## config.mk

```make
export PLATFORM = sky130hd
export DESIGN_NAME = bram_fifo_ctrl_flat
export DESIGN_NICKNAME = d
export VERILOG_FILES = /design/src/rtl/bram_fifo_pkg.sv /design/src/rtl/bram_fifo_ctrl_if.sv /design/src/rtl/bram_fifo_obuf.sv /design/src/rtl/bram_fifo_ctrl.sv /design/src/flat_wrapper.sv
export SDC_FILE = /design/constraint.sdc
export NUM_CORES = 1
export LEC_CHECK = 0
export ABC_AREA = 1
export ABC_CLOCK_PERIOD_IN_PS = 4660
export BUFFER_PORTS_ARGS = -buffer_cell sky130_fd_sc_hd__buf_2
export CAP_MARGIN = 10
export CORE_MARGIN = 2
export CORE_UTILIZATION = 55
export CTS_CLUSTER_DIAMETER = 40
export DETAILED_ROUTE_END_ITERATION = 12
export PLACE_DENSITY = 0.88
export RECOVER_POWER = 25
export SLEW_MARGIN = 20
export SYNTH_ARGS = -nofsm -noshare
export SYNTH_HDL_FRONTEND = slang
export SYNTH_HIERARCHICAL = 1
export SYNTH_SLANG_ARGS = --single-unit
```

## constraint.sdc

```tcl
create_clock -name clk -period 4.66 [get_ports clk]
set_input_delay 0.932 -clock clk [delete_from_list [all_inputs] [get_ports clk]]
set_output_delay 0.932 -clock clk [all_outputs]
set_load 0.05 [all_outputs]
```

## src/rtl/bram_fifo_pkg.sv

```systemverilog
// Shared constants and types for the BRAM-backed FIFO controller.
//   BF_DW / BF_AW     : default data / address widths
//   BF_DEPTH          : RAM words for the default address width
//   BF_FILL_W         : width of the fill count (RAM + in-flight read + 2-entry buffer)
//   turn_t            : arbiter token, which side wins the single RAM port under contention
package bram_fifo_pkg;

  localparam int BF_DW     = 16;
  localparam int BF_AW     = 10;
  localparam int BF_DEPTH  = 1 << BF_AW;
  localparam int BF_FILL_W = BF_AW + 2;

  typedef enum logic {
    TURN_RD = 1'b0,
    TURN_WR = 1'b1
  } turn_t;

endpackage

```

## src/rtl/bram_fifo_ctrl_if.sv

```systemverilog
// Stream and memory-port bundle for bram_fifo_ctrl.
//   s_data/s_valid/s_ready : write stream (producer -> FIFO)
//   m_data/m_valid/m_ready : read stream (FIFO -> consumer)
//   mem_din/mem_addr/mem_we: FIFO -> single-port BRAM
//   mem_dout               : BRAM -> FIFO, valid one cycle after a read issue
// Modport slave is the controller's view, master is the surrounding system's view.
interface bram_fifo_ctrl_if
  import bram_fifo_pkg::*;
#(
  parameter int DW = BF_DW,
  parameter int AW = BF_AW
);

  logic [DW-1:0] s_data;
  logic          s_valid;
  logic          s_ready;
  logic [DW-1:0] m_data;
  logic          m_valid;
  logic          m_ready;
  logic [DW-1:0] mem_din;
  logic [AW-1:0] mem_addr;
  logic          mem_we;
  logic [DW-1:0] mem_dout;

  modport slave (
    input  s_data, s_valid, m_ready, mem_dout,
    output s_ready, m_data, m_valid, mem_din, mem_addr, mem_we
  );

  modport master (
    output s_data, s_valid, m_ready, mem_dout,
    input  s_ready, m_data, m_valid, mem_din, mem_addr, mem_we
  );

endinterface

```

## src/rtl/bram_fifo_obuf.sv

```systemverilog
// Two-entry output skid buffer that absorbs the BRAM read latency.
//   clk, rst_n : clock, synchronous active-low reset (clears the count only)
//   push       : capture push_data at the tail this cycle
//   push_data  : word arriving from the BRAM
//   pop        : head consumed this cycle (caller only pops when cnt != 0)
//   head       : oldest word held
//   cnt        : words held, 0..2
// Push and pop in the same cycle are legal; the caller never pushes into a full buffer.
module bram_fifo_obuf
  import bram_fifo_pkg::*;
#(
  parameter int DW = BF_DW
) (
  input  logic          clk,
  input  logic          rst_n,
  input  logic          push,
  input  logic [DW-1:0] push_data,
  input  logic          pop,
  output logic [DW-1:0] head,
  output logic [1:0]    cnt
);

  logic [DW-1:0] e0_p2;
  logic [DW-1:0] e1_p2;
  logic [1:0]    cnt_p2;

  // ---- stage p2: buffered read data ----
  always_ff @(posedge clk) begin
    if (!rst_n) begin
      cnt_p2 <= 2'd0;
    end else begin
      case ({push, pop})
        2'b10:   cnt_p2 <= cnt_p2 + 2'd1;
        2'b01:   cnt_p2 <= cnt_p2 - 2'd1;
        default: cnt_p2 <= cnt_p2;
      endcase
    end
  end

  // Entry 0 is always the head; a pop shifts entry 1 forward, and a simultaneous
  // push lands in whichever slot becomes the tail after the shift.
  always_ff @(posedge clk) begin
    if (pop) begin
      if (push && (cnt_p2 == 2'd1)) e0_p2 <= push_data;
      else                          e0_p2 <= e1_p2;
      if (push && (cnt_p2 == 2'd2)) e1_p2 <= push_data;
    end else if (push) begin
      if (cnt_p2 == 2'd0) e0_p2 <= push_data;
      else                e1_p2 <= push_data;
    end
  end

  assign head = e0_p2;
  assign cnt  = cnt_p2;

endmodule

```

## src/rtl/bram_fifo_ctrl.sv

```systemverilog
// DEPTH x DW FIFO built on a single-port BRAM with 1-cycle read latency.
//   clk, rst_n : single clock, synchronous active-low reset
//   bus        : slave view of bram_fifo_ctrl_if (write stream, read stream, BRAM port)
//   fill       : words held in total (RAM + in-flight read + output buffer), 0..DEPTH+2
// One RAM access per cycle. A read is wanted whenever the RAM holds data and the
// output buffer (after this cycle's pop) plus the in-flight read leave a slot free.
// A one-bit turn token alternates reads and writes when both compete.
// Build option LOW_POWER_IDLE_EN: on idle cycles mem_addr/mem_din hold the last
// issued values instead of following rd_ptr/s_data, so the RAM pins do not toggle.
module bram_fifo_ctrl
  import bram_fifo_pkg::*;
#(
  parameter int DW = BF_DW,
  parameter int AW = BF_AW
) (
  input  logic                clk,
  input  logic                rst_n,
  bram_fifo_ctrl_if.slave     bus,
  output logic [AW+1:0]       fill
);

  localparam logic [AW-1:0] PTR_ONE  = {{(AW-1){1'b0}}, 1'b1};
  localparam logic [AW:0]   CNT_ONE  = {{AW{1'b0}}, 1'b1};
  localparam logic [AW:0]   CNT_FULL = {1'b1, {AW{1'b0}}};

  logic [AW-1:0] wr_ptr;
  logic [AW-1:0] rd_ptr;
  logic [AW:0]   ram_cnt;
  logic          rd_pend;
  turn_t         turn;
  turn_t         turn_nxt;

  logic [1:0]    obuf_cnt;
  logic [1:0]    obuf_left;
  logic          pop;
  logic          full;
  logic          read_wanted;
  logic          read_grant;
  logic          write_fire;

  // ---- stage p0: arbitration and RAM issue ----
  assign pop       = bus.m_valid && bus.m_ready;
  assign obuf_left = obuf_cnt - {1'b0, pop};
  assign full      = (ram_cnt == CNT_FULL);

  // obuf_left + rd_pend never exceeds 3, so the 2-bit sum cannot wrap.
  assign read_wanted = (ram_cnt != '0) && ((obuf_left + {1'b0, rd_pend}) < 2'd2);

  // Full can only be entered by a write, which hands the token to RD, so a full
  // RAM always sees turn==RD and cannot deadlock against a waiting producer.
  assign bus.s_ready = rst_n && !full && !(read_wanted && (turn == TURN_RD));
  assign write_fire  = bus.s_valid && bus.s_ready;
  assign read_grant  = read_wanted && ((turn == TURN_RD) || !bus.s_valid);

  always_ff @(posedge clk) begin
    if (!rst_n) turn <= TURN_RD;
    else        turn <= turn_nxt;
  end

  always_comb begin
    turn_nxt = turn;
    if (write_fire)      turn_nxt = TURN_RD;
    else if (read_grant) turn_nxt = TURN_WR;
  end

  always_ff @(posedge clk) begin
    if (!rst_n) begin
      wr_ptr  <= '0;
      rd_ptr  <= '0;
      ram_cnt <= '0;
      rd_pend <= 1'b0;
    end else begin
      if (write_fire) wr_ptr <= wr_ptr + PTR_ONE;
      if (read_grant) rd_ptr <= rd_ptr + PTR_ONE;
      case ({write_fire, read_grant})
        2'b10:   ram_cnt <= ram_cnt + CNT_ONE;
        2'b01:   ram_cnt <= ram_cnt - CNT_ONE;
        default: ram_cnt <= ram_cnt;
      endcase
      rd_pend <= read_grant;
    end
  end

`ifdef LOW_POWER_IDLE_EN
  logic [AW-1:0] addr_hold;
  logic [DW-1:0] din_hold;

  always_ff @(posedge clk) begin
    if (write_fire || read_grant) begin
      addr_hold <= bus.mem_addr;
      din_hold  <= bus.mem_din;
    end
  end
`endif

  always_comb begin
    bus.mem_we = write_fire;
`ifdef LOW_POWER_IDLE_EN
    bus.mem_addr = addr_hold;
    bus.mem_din  = din_hold;
`else
    bus.mem_addr = rd_ptr;
    bus.mem_din  = bus.s_data;
`endif
    if (write_fire) begin
      bus.mem_addr = wr_ptr;
      bus.mem_din  = bus.s_data;
    end else if (read_grant) begin
      bus.mem_addr = rd_ptr;
    end
  end

  // ---- stage p1/p2: read data capture into the output buffer ----
  // rd_pend is cleared by reset, so a read issued just before reset is never captured.
  bram_fifo_obuf #(.DW(DW)) u_obuf (
    .clk       (clk),
    .rst_n     (rst_n),
    .push      (rd_pend),
    .push_data (bus.mem_dout),
    .pop       (pop),
    .head      (bus.m_data),
    .cnt       (obuf_cnt)
  );

  assign bus.m_valid = (obuf_cnt != 2'd0);
  assign fill = {1'b0, ram_cnt} + {{(AW+1){1'b0}}, rd_pend} + {{AW{1'b0}}, obuf_cnt};

endmodule

```

## src/flat_wrapper.sv

```systemverilog
// flat-port wrapper written by rule: the top's interface ports become plain ports
module bram_fifo_ctrl_flat import bram_fifo_pkg::*;
#(
  parameter int DW = BF_DW,
  parameter int AW = BF_AW
)
  (clk, rst_n, fill, bus_s_data, bus_s_valid, bus_m_ready, bus_mem_dout, bus_s_ready, bus_m_data, bus_m_valid, bus_mem_din, bus_mem_addr, bus_mem_we);
  bram_fifo_ctrl_if #(.DW(DW), .AW(AW)) bus_i ();
  input  logic clk;
  input  logic rst_n;
  output logic [AW+1:0] fill;
  input wire logic [$bits(bus_i.s_data)-1:0] bus_s_data;
  input wire logic [$bits(bus_i.s_valid)-1:0] bus_s_valid;
  input wire logic [$bits(bus_i.m_ready)-1:0] bus_m_ready;
  input wire logic [$bits(bus_i.mem_dout)-1:0] bus_mem_dout;
  output wire logic [$bits(bus_i.s_ready)-1:0] bus_s_ready;
  output wire logic [$bits(bus_i.m_data)-1:0] bus_m_data;
  output wire logic [$bits(bus_i.m_valid)-1:0] bus_m_valid;
  output wire logic [$bits(bus_i.mem_din)-1:0] bus_mem_din;
  output wire logic [$bits(bus_i.mem_addr)-1:0] bus_mem_addr;
  output wire logic [$bits(bus_i.mem_we)-1:0] bus_mem_we;
  assign bus_i.s_data = bus_s_data;
  assign bus_i.s_valid = bus_s_valid;
  assign bus_i.m_ready = bus_m_ready;
  assign bus_i.mem_dout = bus_mem_dout;
  assign bus_s_ready = bus_i.s_ready;
  assign bus_m_data = bus_i.m_data;
  assign bus_m_valid = bus_i.m_valid;
  assign bus_mem_din = bus_i.mem_din;
  assign bus_mem_addr = bus_i.mem_addr;
  assign bus_mem_we = bus_i.mem_we;
  bram_fifo_ctrl #(.DW(DW), .AW(AW)) u_core (.clk(clk), .rst_n(rst_n), .bus(bus_i), .fill(fill));
endmodule
```

# Word level (Yosys, flattened, before mapping)
# Index checks and enable logic that the tools add are counted.
# totals
regBits	67
out_inout_bits	57
input_bits	36
elab_cells	64
# op_classes
eq_ne	9
muxes	11
add_sub_neg	10
order_cmp	1
bitwise	2
reduce_logical	23
# op_table
op	n
$mux W16	8
$pmux W11 S2	1
$add A10 B1 Y10 const B	2
$add A11 B1 Y12	1
$add A12 B2 Y12	1
$add A11 B1 Y11 const B	1
$eq A11 B11 Y1 const B	1
$reduce_bool A11 Y1	1
$sub A11 B1 Y11 const B	1
$mux W10	1
$reduce_bool A2 Y1	5
$logic_and A1 B1 Y1	9
$eq A2 B1 Y1 const B	3
$eq A2 B2 Y1 const B	3
$pmux W2 S2	1
$logic_not A1 Y1	3
$reduce_and A3 Y1	1
$add A2 B1 Y2	1
$add A2 B1 Y2 const B	1
$logic_not A2 Y1	1
$lt A2 B2 Y1 const B	1
$ne A2 B1 Y1 const B	1
$ne A2 B2 Y1 const B	1
$not A1 Y1	2
5 further kinds	5

# Longest topological paths before layout
# depth
ltp_word	12
ltp_mapped	22
ltp_nobuf	21

# Modules after synthesis
# The synthesis kept the hierarchy.
# by_module_without_submodules
module	instances	area_each_um2	seq_area_each_um2	cells_per_inst
bram_fifo_ctrl	1	2776.4	660.6	424
bram_fifo_obuf	1	1426.4	1001.0	114

# Worst setup path before layout
# OpenSTA, ideal clock, no wires.
# synth_path
path_type	input port to output port
from	in bus_m_ready
to	out bus_mem_addr[2]
t_required_ns	3.728
n_path_buf	0
slack_ns	0.605
arrival_ns	3.123
stages	11
cell_sequence	o21a_1 -> ha_1 -> inv_1 -> nand2_1 -> inv_1 -> nand2_1 -> nand2_1 -> nand3_4 -> nand3_4 -> inv_2 -> o21ai_0
# synth_between
elab_chain_len	10
# synth_rtl
item	line	rtl
start, declared	flat_wrapper.sv:14	input wire logic [$bits(bus_i.m_ready)-1:0] bus_m_ready;
$logic_and A1 B1 Y1	bram_fifo_ctrl.sv:42	assign pop = bus.m_valid && bus.m_ready;
$sub A2 B1 Y2	bram_fifo_ctrl.sv:43	assign obuf_left = obuf_cnt - {1'b0, pop};
$add A2 B1 Y2	bram_fifo_ctrl.sv:47	assign read_wanted = (ram_cnt != '0) && ((obuf_left + {1'b0, rd_pend}) < 2'd2);
$lt A2 B2 Y1	bram_fifo_ctrl.sv:47	
$logic_and A1 B1 Y1	bram_fifo_ctrl.sv:47	
$logic_and A1 B1 Y1	bram_fifo_ctrl.sv:51	assign bus.s_ready = rst_n && !full && !(read_wanted && (turn == TURN_RD));
$logic_not A1 Y1	bram_fifo_ctrl.sv:51	
$logic_and A1 B1 Y1	bram_fifo_ctrl.sv:51	
$logic_and A1 B1 Y1	bram_fifo_ctrl.sv:52	assign write_fire = bus.s_valid && bus.s_ready;
named net bus_mem_we	flat_wrapper.sv:21	output wire logic [$bits(bus_i.mem_we)-1:0] bus_mem_we;
$mux W10	bram_fifo_ctrl.sv:105	if (write_fire) begin
end, declared	flat_wrapper.sv:20	output wire logic [$bits(bus_i.mem_addr)-1:0] bus_mem_addr;
# The timed path passes the listed nets, and every way through them passes these cells.

# Final worst setup path
# layout_path
from	in bus_m_ready
to	out bus_mem_addr[2]
# layout_between
elab_chain_len	10
# layout_rtl
item	line	rtl
$logic_and A1 B1 Y1	bram_fifo_ctrl.sv:42	
named net u_core.pop	bram_fifo_ctrl.sv:35	logic pop;
$sub A2 B1 Y2	bram_fifo_ctrl.sv:43	
$add A2 B1 Y2	bram_fifo_ctrl.sv:47	
$lt A2 B2 Y1	bram_fifo_ctrl.sv:47	
$logic_and A1 B1 Y1	bram_fifo_ctrl.sv:47	
$logic_and A1 B1 Y1	bram_fifo_ctrl.sv:51	
$logic_not A1 Y1	bram_fifo_ctrl.sv:51	
$logic_and A1 B1 Y1	bram_fifo_ctrl.sv:51	
$logic_and A1 B1 Y1	bram_fifo_ctrl.sv:52	
$mux W10	bram_fifo_ctrl.sv:105	
# The timed path passes the listed nets, and every way through them passes these cells.

==> impl_metrics.yaml <==
worst_setup_path:
  cp.arrival_ps: 2970
  path_cells: "buf_2 > o21a_1 > ha_1 > inv_1 > nand2_1 > inv_1 > nand2_1 > nand2_1 > nand3_4 > nand3_4 > buf_4 > inv_2 > o21ai_0 > buf_2"
  crit_type: "input port to output port"
  end_kind: "output port"
  worstPathMaxFanout: 26
  rrSetupSlack_ps: 1080
  path_buf_inv: 6
  path_common_cell: "nand2_1"
  cp_data_required_time_ps: 3730
  reg2reg_to: "u_core/ram_cnt[6]"
  startpoint_type: "input port"
  cpMaxStageDelayCell: "buf_4"
  reg2reg_from: "u_core/u_obuf/cnt[1]"
  critPathMaxStageDelay_ps: 320
  rr_worst_depth: 20
  cp_top_family: "buffers and inverters"
clock_network:
  clkSlewWorstSetupHoldPaths_ps: 70
  h-tree-depth: 3
  cts_hold_buf: 0
  clk_path_buf_depth: 2
  post-cts-setup-buffer-count: 0
  numCtsBuffers: 9
  cts_tree: "done"
  cts_resized: 0
  cts_root_buf: "clkbuf_8"
  insertion_delay_ps: 350
  cts.sinks: 67
placed_design:
  io_buffers: 60
  dp.cells: 668
  hpwl_um: 6672
  gp_congestion: 0.9272
cells_and_area:
  stdcell_count: 684
  num_antenna_cells: 0
  multiInputGateArea_um2: 1976
  drive_above_1_share_pct: 15.90
  fillers: 619
  syn_to_final_growth_pct: 7.949
  register_area_um2: 1662
  nets: 638
power:
  vdd_ir_drop_max_v: 0.0004591
  p_total_w: 0.003554
  cellPowerDensity_nw_per_um2: 783.4
  power.static_leakage_nw: 2.146
logic_synthesis:
  synth_cell_types: 39
  yosys_warnings: 6
  synth_seq_area_share_pct: 39.54
  post_synth.cell_area_avg_um2: 7.812
  syn_nets: 596
  syn_inst: 538
  synth.cell_area_um2: 4203
  synth_edf_count: 32
  synth_seq_cells: 67
  async_flop_share_pct: 0
  ys.flop_type: "dfxtp_1"
grt:
  grt_pass1_vias: 3344
  grt_use_total_pct: 22.03
  grt_pass1_wl_um: 14860
  grt_start_max_net_pins: 27
  gr-total-overflow: 0
  antenna_found_initial: 0
hold_path:
  hold_depth: 2
  whs_endpoint: "u_core/wr_ptr[3]"
  worstHoldStart: "u_core/wr_ptr[3]"
  hp-class: "flop to flop"
sta:
  final-setup-viol-count: 0
  holdWs_ps: 492.7
  fmaxAchievable_mhz: 256.3
  totalNegativeSetupSlack_ps: 0
  worst_pin_slew_ps: 867.6
  rsz0062_at_grt: "false"
  hold_violations: 0
  min_period_ps: 3902
  slew_headroom_pct: 42.16
  slew_violations: 0
  min_period_over_period_pct: 83.73
  skew_ps: 12.60
drt:
  ant_nets: 0
  vias_per_cell: 5.320
  dr.first_iter.drc_count: 242
  first_pass_iters: 6
  drc: 0
  wirelength_um: 8911
  vias: 3639
  routedWlPerCell_um: 13.03
flow_run:
  drv_cap: 0
outcome:
  outcome: "completed"
floorplan:
  core_um2: 7331
  rows: 31
  start_util_pct: 57.33
  die_area_um2: 8357
  io_pins: 93
  die_w_um: 91.42
  fp.dieH_um: 91.42
[area by class of cell]
class                           instances  share of cell area (%)
Inverter                               78                   6.453
Tap cell                               99                   2.730
Clock inverter                          7                   1.103
Timing Repair Buffer                   64                   6.812
Sequential cell                        67                   36.62
Multi-Input combinational cell        360                   43.55
Clock buffer                            9                   2.730
[placed cells by master (no fill, tap or decap), types with 5 or more instances in the layout]
master / instances
o21ai_2: 6
xor2_1: 18
inv_2: 5
nand2_2: 6
a21oi_1: 35
nand3_1: 39
nand4_1: 15
nor3_1: 8
nand2_1: 138
clkbuf_1: 15
dfxtp_1: 35
ha_1: 19
nor2_1: 35
buf_2: 46
inv_1: 73
clkbuf_8: 9
o21ai_0: 17
edfxtp_1: 32
[metrics by stage]
| stage | utilization [%] | worst slack [ps] | area, µm² |
|---|---|---|---|
| finish | 61.89 | 758.0 | 4537 |
| CTS | 62.38 | 759.8 | 4573 |
| floorplan | - | 604.9 | 4203 |
| detailed placement | 60.01 | 601.9 | 4399 |
| global placement | 60.01 | 695.2 | 4399 |
| global route | 61.89 | 552.8 | 4537 |
[cells by family (layout without fill, tap and decap cells)]
kind of cell | Yosys count | in the layout | share of synthesized area [%]
XOR/XNOR | 20 | 20 | 4.168
buffers and inverters | 111 | 158 | 13.10
AND/OR/NAND/NOR | 251 | 251 | 26.97
adder cells (fa/ha/maj) | 22 | 22 | 7.086
AO/OA/AOI/OAI | 67 | 67 | 9.140
flip-flops | 67 | 67 | 39.54
[flip-flops by register name, indices dropped and copies added (netlist names)]
signal / flops
u_core/u_obuf/cnt: 2
u_core/rd_ptr: 10
u_core/ram_cnt: 11
u_core/turn: 1
u_core/u_obuf/e1_p2: 16
u_core/wr_ptr: 10
u_core/rd_pend: 1
u_core/u_obuf/head: 16
[power by group]
part | total [W] | internal, W | switching (W)
registers | 0.000964 | 0.000843 | 0.000121
clock network | 0.000439 | 0.000197 | 0.000243
logic | 0.00215 | 0.000597 | 0.00155
[synthesized netlist by cell type (3+ instances only)]
cell      count  share of area (%)
a21oi_1      35                4.2
buf_2         4               0.48
buf_4        17                3.0
buf_6         4                1.1
clkbuf_1      4               0.36
dfxtp_1      35                 17
edfxtp_1     32                 23
fa_1          3                1.4
ha_1         19                5.7
inv_1        73                6.5
inv_2         5               0.45
nand2_1     136                 12
nand2_2       6               0.89
nand3_1      39                4.6
nand4_1      15                2.2
nor2_1       35                3.1
nor3_1        8               0.95
o21a_1        3               0.54
o21ai_0      17                2.0
o21ai_2       6                1.3
xor2_1       18                3.8
[worst max path at each step]
| stage | startpoint | end | slack (ps) | depth (start not counted) |
|---|---|---|---|---|
| finish | bus_m_ready | bus_mem_addr[2] | 760 | 14 |
| global route | bus_m_ready | bus_mem_addr[2] | 550 | 14 |
| CTS | bus_m_ready | bus_mem_addr[2] | 760 | 14 |
| detailed placement | bus_m_ready | u_core/ram_cnt[6] | 600 | 21 |
| global placement | bus_m_ready | u_core/ram_cnt[6] | 700 | 21 |
| floorplan | bus_m_ready | bus_mem_addr[2] | 600 | 11 |
[tightest hold or removal path, cell delays in order, from the launching register on]
cell	delay, ps
dfxtp_1	330
nand2_1	70
a21oi_1	50
[layer usage]
metal	GRT usage, %	share of wire (%)	vias up
met2	37.07	50	133
met3	6.556	6.2	14
met5	0	0	-
met4	7.955	1.2	0
met1	26.63	43	1684
li1	-	-	1808
Note: power is estimated with default switching activity, not from simulation.
